`src/rtl/fir_mac_scheduler_if.sv`:
```
// fir_mac_scheduler_if: sample/coefficient handshake and result bus of the FIR MAC scheduler
interface fir_mac_scheduler_if #(
  parameter int BW_in  = 6,
  parameter int BW_out = 8
);
  logic                     in_valid;
  logic signed [BW_in-1:0]  in_data;
  logic                     in_ready;
  logic                     reload;
  logic                     out_valid;
  logic        [BW_out-1:0] out_data;
  logic                     busy;
  modport master (output in_valid, in_data, reload, input in_ready, out_valid, out_data, busy);
  modport slave  (input in_valid, in_data, reload, output in_ready, out_valid, out_data, busy);
endinterface

```
`src/rtl/fir_mac_scheduler.sv`:
```
// fir_mac_scheduler: FIR filter time-multiplexing one multiplier and one accumulator over all taps
module fir_mac_scheduler #(
  parameter int N_TAPS = 6,
  parameter int BW_in  = 6,
  parameter int BW_sum = 15,
  parameter int BW_out = 8
) (
  input logic                clk,
  input logic                reset,
  fir_mac_scheduler_if.slave bus
);
  localparam int CW = $clog2(N_TAPS + 1);
  typedef enum logic [1:0] {LOAD, IDLE, MAC, OUT} state_t;
  state_t                   r_state;
  logic [CW-1:0]            r_cnt;
  logic signed [BW_in-1:0]  r_c [N_TAPS];
  logic signed [BW_in-1:0]  r_x [N_TAPS];
  logic signed [BW_sum-1:0] r_acc;
  logic                     r_pend;
  logic                     r_out_valid;
  logic [BW_out-1:0]        r_out_data;
  logic signed [2*BW_in-1:0] w_prod;
  logic                     w_xfer;
  assign w_prod        = r_c[r_cnt] * r_x[r_cnt];
  assign bus.in_ready  = (r_state == LOAD || r_state == IDLE) && !r_pend;
  assign bus.busy      = r_state == MAC || r_state == OUT;
  assign bus.out_valid = r_out_valid;
  assign bus.out_data  = r_out_data;
  assign w_xfer        = bus.in_valid && bus.in_ready;
  always_ff @(posedge clk) begin
    if (reset) begin
      r_state     <= LOAD;
      r_cnt       <= '0;
      r_acc       <= '0;
      r_pend      <= 1'b0;
      r_out_valid <= 1'b0;
      r_out_data  <= '0;
      for (int k = 0; k < N_TAPS; k++) begin
        r_c[k] <= '0;
        r_x[k] <= '0;
      end
    end else begin
      r_out_valid <= 1'b0;
      if (bus.reload && r_state != LOAD) r_pend <= 1'b1;
      case (r_state)
        LOAD: begin
          if (w_xfer) begin
            for (int k = N_TAPS - 1; k > 0; k--) r_c[k] <= r_c[k-1];
            r_c[0] <= bus.in_data;
          end
          if (bus.reload) r_cnt <= w_xfer ? CW'(1) : '0;
          else if (w_xfer && r_cnt == CW'(N_TAPS - 1)) begin
            r_cnt   <= '0;
            r_state <= IDLE;
          end else if (w_xfer) r_cnt <= r_cnt + 1'b1;
        end
        IDLE: begin
          if (r_pend) begin
            r_state <= LOAD;
            r_cnt   <= '0;
            r_pend  <= 1'b0;
            for (int k = 0; k < N_TAPS; k++) r_x[k] <= '0;
          end else if (w_xfer) begin
            for (int k = N_TAPS - 1; k > 0; k--) r_x[k] <= r_x[k-1];
            r_x[0]  <= bus.in_data;
            r_acc   <= '0;
            r_cnt   <= '0;
            r_state <= MAC;
          end
        end
        MAC: begin
          r_acc <= r_acc + BW_sum'(w_prod);
          if (r_cnt == CW'(N_TAPS - 1)) begin
            r_cnt   <= '0;
            r_state <= OUT;
          end else r_cnt <= r_cnt + 1'b1;
        end
        OUT: begin
          r_out_data  <= r_acc[BW_out-1:0];
          r_out_valid <= 1'b1;
          // a reload seen during MAC/OUT skips IDLE and goes straight to LOAD
          if (r_pend || bus.reload) begin
            r_state <= LOAD;
            r_cnt   <= '0;
            r_pend  <= 1'b0;
            for (int k = 0; k < N_TAPS; k++) r_x[k] <= '0;
          end else r_state <= IDLE;
        end
        default: r_state <= LOAD;
      endcase
    end
  end
endmodule

```
`src/flat_wrapper.sv`:
```
// flat-port wrapper written by rule: the top's interface ports become plain ports
module fir_mac_scheduler_flat 
#(
  parameter int N_TAPS = 6,
  parameter int BW_in  = 6,
  parameter int BW_sum = 15,
  parameter int BW_out = 8
)
  (clk, reset, bus_in_valid, bus_in_data, bus_reload, bus_in_ready, bus_out_valid, bus_out_data, bus_busy);
  fir_mac_scheduler_if #(.BW_in(BW_in), .BW_out(BW_out)) bus_i ();
  input logic clk;
  input logic reset;
  input wire logic [$bits(bus_i.in_valid)-1:0] bus_in_valid;
  input wire logic [$bits(bus_i.in_data)-1:0] bus_in_data;
  input wire logic [$bits(bus_i.reload)-1:0] bus_reload;
  output wire logic [$bits(bus_i.in_ready)-1:0] bus_in_ready;
  output wire logic [$bits(bus_i.out_valid)-1:0] bus_out_valid;
  output wire logic [$bits(bus_i.out_data)-1:0] bus_out_data;
  output wire logic [$bits(bus_i.busy)-1:0] bus_busy;
  assign bus_i.in_valid = bus_in_valid;
  assign bus_i.in_data = bus_in_data;
  assign bus_i.reload = bus_reload;
  assign bus_in_ready = bus_i.in_ready;
  assign bus_out_valid = bus_i.out_valid;
  assign bus_out_data = bus_i.out_data;
  assign bus_busy = bus_i.busy;
  fir_mac_scheduler #(.N_TAPS(N_TAPS), .BW_in(BW_in), .BW_sum(BW_sum), .BW_out(BW_out)) u_core (.clk(clk), .reset(reset), .bus(bus_i));
endmodule
```
`config.mk`:
```
export PLATFORM = sky130hd
export DESIGN_NAME = fir_mac_scheduler_flat
export DESIGN_NICKNAME = d
export VERILOG_FILES = /design/src/rtl/fir_mac_scheduler_if.sv /design/src/rtl/fir_mac_scheduler.sv /design/src/flat_wrapper.sv
export SDC_FILE = /design/constraint.sdc
export NUM_CORES = 1
export LEC_CHECK = 0
export ABC_AREA = 1
export CAP_MARGIN = 15
export CELL_PAD_IN_SITES_DETAIL_PLACEMENT = 1
export CELL_PAD_IN_SITES_GLOBAL_PLACEMENT = 2
export CORE_ASPECT_RATIO = 0.9
export CORE_MARGIN = 5
export CORE_UTILIZATION = 40
export CTS_CLUSTER_SIZE = 24
export DETAILED_ROUTE_END_ITERATION = 12
export GPL_TIMING_DRIVEN = 0
export PLACE_DENSITY = 0.91
export SLEW_MARGIN = 5
export SYNTH_ARGS = -nofsm -noshare
export SYNTH_HDL_FRONTEND = slang
export SYNTH_SLANG_ARGS = --single-unit
```
`constraint.sdc`:
```
create_clock -name clk -period 8.76 [get_ports clk]
set_input_delay 1.752 -clock clk [delete_from_list [all_inputs] [get_ports clk]]
set_output_delay 1.752 -clock clk [all_outputs]
set_load 0.02 [all_outputs]
```
==> run metrics, run 1 <==
status=finished, final reports clean; top_reg_cell synth=edfxtp_1; Resize count post-CTS=0; M1 GR Usage=0.235; hold slack final=0.477 ns; first-pass GRT wire length=23700 um; leakage=2.89 nW; WL per Instance=16.0 um; First-pass DRT Iterations=4; Avg Inst Size Synth=8.49 um2; H-tree Lvls=3; Horiz. Die Dim=136 um; number of synthesized flops with an enable pin=72; initial detailed-routing violation count=239; TNS Setup=0 ns; grt peak-use layer=met2; pwr dens=181 nW/um2; diode count=0; FMAX=182 MHz; routed vias=4534; root buf cell=clkbuf_16; clk_skew=0.0116 ns; Netlist cell types=38; Slew HR=0.549; HPWL after DPL=11200 um; slew at the pin closest to its max-slew limit=0.676 ns; Post-Syn Nets=731; DRC=0; register area share after synthesis=0.466; Worst Setup Start Kind=flop; routability-driven placement congestion ratio=0.864; setup slack after layout=3.28 ns; final critical-path share of the clock period=0.626; Initial Utilization=0.409; Reg clk slew, reported paths=0.07 ns; Mapped Cells=678; Crit path buffers/inverters=7; Max Transition Viols Final=0; cell family with most CP delay=adder cells; nets=763; Tot GR Track Use=0.181; min cycle time layout=5.48 ns; vias in the first global route=4718; I/O Buffers=19; final setup fails=0; Worst EP required=8.97 ns; CTS tree=yes; Hold Path Class=reg2reg; post-CTS setup buffers=0; CTS Buf Count=9; post-route ant nets=0; row count=41; initial antenna violation count=0; Synth Register Bits=98; Largest stage delay, worst path=0.55 ns; CTS Sinks=98; Synth warnings=0; Die Height=124 um; Post-CTS Hold Buffers=0; share of cells above drive strength 1=0.0909; total chip power=1.19 mW; area grow syn2layout=14.4%; clock tree buffer depth=2; Detailed Route WL=14500 um; critical path arrival=5.70 ns; GRT met3 Usage=0.0368; largest net degree at the start of global routing=30; Async S/R FF share, synth=0; Crit path top cell by count=nand2_1; total grt overflow=0; capturing element type of the critical path=flop; Setup CP Type=reg2reg; worst-skew pair later-pin latency=0.36 ns; fillers=1728; Mapped Area=5760 um2; CP max-delay cell=fa_1; die area=16900 um2; vias per cell=4.99; RSZ-0062 raised after global routing=false; # IOs=21; VDD IR-drop max=0.000184 V; CP max FO=10; max_cap viols=0; Floorplan Core Area=14100 um2; met2 Usage GRT=0.315; final hold vios=0; dpl ws=3.18 ns
-- report_power, final --
part / switching, mW / internal [mW] / leakage (nW)
sequential: 0.00794 / 0.516 / 0.980
combinational: 0.158 / 0.0876 / 1.75
clock: 0.189 / 0.233 / 0.159
-- registers in the layout (all words and copies together) (netlist names), named ones only --
signal	cells
u_core.r_x	36
u_core.r_acc	8
u_core.bus.out_valid	1
u_core.r_pend	1
u_core.r_c	36
u_core.r_state	1
u_core.bus.out_data	8
u_core.r_cnt	3
-- synthesized netlist by cell type, drive strengths merged (7+ instances only) --
master	instances	area [um2]
o211ai	7	52.6
o21ai	44	231
nand2	132	518
ha	25	313
inv	128	488
nor2	118	458
fa	18	360
nand3	36	195
a21oi	27	139
buf	19	141
dfxtp	26	521
edfxtp	72	2160
-- cell type report --
type	instances	area, um2	share of cell area
clock buffer	11	275	0.0418
timing repair buffer	21	238	0.0361
tap	193	241	0.0367
buffer	25	164	0.0249
clock inverter	5	46.3	0.00703
multi-input combinational	427	2450	0.372
inverter	128	488	0.0741
sequential	98	2680	0.407
-- cell usage in the layout, fill, tap and decap left out, types with 11 or more instances in the layout --
master,n
inv_1,122
nor2_1,116
ha_1,25
nand2_1,123
fa_1,18
clkdlybuf4s50_1,19
o21ai_0,35
edfxtp_1,72
clkbuf_16,11
a21oi_1,26
buf_2,13
nand3_1,33
dfxtp_1,26
-- worst reg2reg max path: cells and delay by family, from the launching register on --
kind,cells,cell delay (ns)
AO/OA/AOI/OAI,5,0.86
adder cells (fa/ha/maj),5,2.43
buffers and inverters,7,0.77
flip-flops,1,0.34
AND/OR/NAND/NOR,11,0.95
-- cells by family after synthesis --
group                      count (synthesis)  share of synthesized area
DFF                                       98                      0.466
xor gates and xnor gates                   5                    0.00761
AOI/OAI and AO/OA                         85                     0.0833
buffers and inverters                    153                      0.113
and+or+nand+nor                          294                      0.213
adders and majority gates                 43                      0.117
-- final timing paths --
| kind | slack, ns | from | to | cells after the start |
|---|---|---|---|---|
| hold reg to reg | 0.48 | u_core.r_acc[5]$_SDFFE_PP0P_ | u_core.r_acc[5]$_SDFFE_PP0P_ | 2 |
| setup reg to reg | 3.28 | flop | u_core.r_acc[7]$_SDFFE_PP0P_ | 28 |
| hold / removal | 0.48 | u_core.r_acc[5]$_SDFFE_PP0P_ | u_core.r_acc[5]$_SDFFE_PP0P_ | 2 |
| setup / recovery | 3.28 | flop | u_core.r_acc[7]$_SDFFE_PP0P_ | 28 |
-- through the flow --
| stage | cells | instance area [um2] | utilization |
|---|---|---|---|
| 6_report | 908 | 6590 | 0.468 |
| 5_1_grt | 908 | 6590 | 0.468 |
| 2_1_floorplan | 678 | 5760 | - |
| 3_5_place_dp | 892 | 6260 | 0.446 |
| 3_3_place_gp | 890 | 6190 | 0.440 |
| 4_1_cts | 908 | 6590 | 0.468 |
-- layer usage --
| layer | vias to the layer above | share of wire |
|---|---|---|
| met5 | - | 0 |
| met4 | 0 | 0.012 |
| met3 | 13 | 0.026 |
| met2 | 44 | 0.50 |
| li1 | 2209 | - |
| met1 | 2268 | 0.46 |
No activity file was read; power rests on OpenSTA's default activity.
==> inputs of run 2 (changes only) <==
--- a/config.mk
+++ b/config.mk
@@ -11,11 +11,11 @@
 export CELL_PAD_IN_SITES_GLOBAL_PLACEMENT = 2
 export CORE_ASPECT_RATIO = 0.9
 export CORE_MARGIN = 5
-export CORE_UTILIZATION = 40
+export CORE_UTILIZATION = 34
 export CTS_CLUSTER_SIZE = 24
 export DETAILED_ROUTE_END_ITERATION = 12
 export GPL_TIMING_DRIVEN = 0
-export PLACE_DENSITY = 0.91
+export PLACE_DENSITY = 0.83
 export SLEW_MARGIN = 5
 export SYNTH_ARGS = -nofsm -noshare
 export SYNTH_HDL_FRONTEND = slang
==> constraint.sdc (replaced) <==
create_clock -name clk -period 4.74 [get_ports clk]
set_input_delay 0.948 -clock clk [delete_from_list [all_inputs] [get_ports clk]]
set_output_delay 0.948 -clock clk [all_outputs]
set_load 0.02 [all_outputs]
==> run 2 against run 1 <==
Effect of this change:
- clock skew decreased by 0.0026 ns
- global-route usage decreased by 2.5 points
- power increased by 87%
- largest cell class is now multi-input combinational cells
==> run metrics, run 2 (synthesis results as in run 1) <==
cell family with most CP delay=adder cells; leakage=3.02 nW (+4.4%); TNS Setup=0 ns (unchanged); Max Transition Viols Final=0 (unchanged); CP max-delay cell=fa_1; post-route cell area=7020 um2 (+6.6%); Largest stage delay, worst path=0.52 ns (-0.03 ns); row count=45 (+9.8%); capturing element type of the critical path=flop; Worst EP required=4.95 ns (-4.02 ns); fillers=1989 (+15%); min cycle time layout=4.61 ns (-0.876 ns); initial detailed-routing violation count=219 (-8.4%); final setup fails=0 (unchanged); Detailed Route WL=14700 um (+1.1%); FMAX=217 MHz (+19%); area grow syn2layout=22.0%; worst-skew pair later-pin latency=0.35 ns (about the same); share of cells above drive strength 1=0.186 (+0.0951); critical path arrival=4.81 ns (-0.89 ns); largest net degree at the start of global routing=28 (-6.7%); routed vias=4499 (-0.77%); Horiz. Die Dim=147 um (+7.8%); Largest regs=u_core.r_c: 36 flops, u_core.r_x: 36 flops; Floorplan Core Area=16800 um2 (+19%); first-pass GRT wire length=24700 um (+4.0%); placed cells=910 (+2.0%); diode count=0 (unchanged); H-tree Lvls=3 (unchanged); total grt overflow=0 (unchanged); # IOs=21 (unchanged); Worst Setup Start Kind=flop; pwr dens=317 nW/um2 (+75%); VDD IR-drop max=0.000192 V (+4.2%); CP max FO=10 (unchanged); post-route ant nets=0 (unchanged); clk_skew=0.00905 ns (-0.00258 ns); WL per Instance=15.6 um (-2.5%); Hold Path Class=reg2reg; slew at the pin closest to its max-slew limit=0.669 ns (-0.00754 ns); root buf cell=clkbuf_16; vias in the first global route=4910 (+4.1%); First-pass DRT Iterations=4 (unchanged); total chip power=2.22 mW (+87%); Crit path buffers/inverters=7 (unchanged); vias per cell=4.78 (-4.4%); Tot GR Track Use=0.157 (-0.0246); CTS Sinks=98 (unchanged); CTS tree=yes; CTS Buf Count=9 (unchanged); initial antenna violation count=0 (unchanged); Reg clk slew, reported paths=0.07 ns (about the same); filler-free cell count of the finished design=942 (+3.7%); die area=19600 um2 (+16%); HPWL after DPL=11200 um (about the same); routability-driven placement congestion ratio=0.846 (-2.2%); DRC=0 (unchanged); commonest non-fill, non-tap cells in the layout=112 x inv_1, 111 x nor2_1, 106 x nand2_1; Cell Area, Placed=6270 um2 (+0.16%); Die Height=133 um (+7.8%); final hold vios=0 (unchanged); Setup CP Type=reg2reg; I/O Buffers=19 (unchanged); status=finished, final reports clean; RSZ-0062 raised after global routing=true; clock tree buffer depth=2 (unchanged); most common cell after layout, fill and taps aside=inv_1; final critical-path share of the clock period=0.972 (+0.346); Slew HR=0.554 (+0.00503); Initial Utilization=0.343 (-0.0664); nets=779 (+2.1%); max_cap viols=0 (unchanged)
## run 2: final cells by class
type / count / area (um2) / area share
Tap cell: 211 / 264 / 0.0376
Sequential cell: 98 / 2690 / 0.383
Buffer: 24 / 199 / 0.0283
Clock buffer: 10 / 229 / 0.0326
Inverter: 128 / 490 / 0.0699
Multi-Input combinational cell: 427 / 2730 / 0.389
Timing Repair Buffer: 38 / 384 / 0.0547
Clock inverter: 6 / 33.8 / 0.00481
## run 2: what timing repair did
item | in CTS | in global routing
hold buffers | 0 | 0
setup endpoints to repair | 3 | 2
pin swaps | 23 | 32
gates cloned | 1 | 1
buffers inserted | 6 | 9
gates resized for setup | 43 | 59
## run 2: final timing paths
check        slack, ns                           end                         start  depth (start not counted)
max               0.13  u_core.r_acc[7]$_SDFFE_PP0P_                          flop                         28
min               0.49  u_core.r_acc[5]$_SDFFE_PP0P_  u_core.r_acc[5]$_SDFFE_PP0P_                          2
max reg2reg       0.13  u_core.r_acc[7]$_SDFFE_PP0P_                          flop                         28
min reg2reg       0.49  u_core.r_acc[5]$_SDFFE_PP0P_  u_core.r_acc[5]$_SDFFE_PP0P_                          2
## run 2: power by group
part           switching, mW  total (mW)  leakage [nW]  internal, mW
clock network          0.315       0.667         0.129         0.352
logic                  0.347       0.584          1.91         0.236
registers             0.0177       0.972         0.981         0.955
total                  0.680        2.22          3.02          1.54
## run 2: metal layers
metal / wire (um) / global-route usage / up-vias
met5: 0 / 0 / -
met1: 6920 / 0.204 / 2210
li1: - / - / 2242
met4: 208 / 0.0497 / 0
met3: 270 / 0.0228 / 14
met2: 7290 / 0.269 / 33
## run 2: stage by stage
stage | utilization | setup slack [ns] | hold WS, ns
2_1_floorplan | - | 0.0351 | 0.445
5_1_grt | 0.418 | -0.0998 | 0.518
3_5_place_dp | 0.374 | -0.975 | 0.487
4_1_cts | 0.400 | 0.00118 | 0.496
3_3_place_gp | 0.370 | -0.925 | 0.460
6_report | 0.418 | 0.134 | 0.488
## run 2: worst register-to-register path: cells and delay by family (launching register included)
kind,cells,cell delay [ns]
adders and majority gates,5,2.24
and+or+nand+nor,14,1.10
buffers and inverters,7,0.59
DFF,1,0.37
AOI/OAI and AO/OA,2,0.19
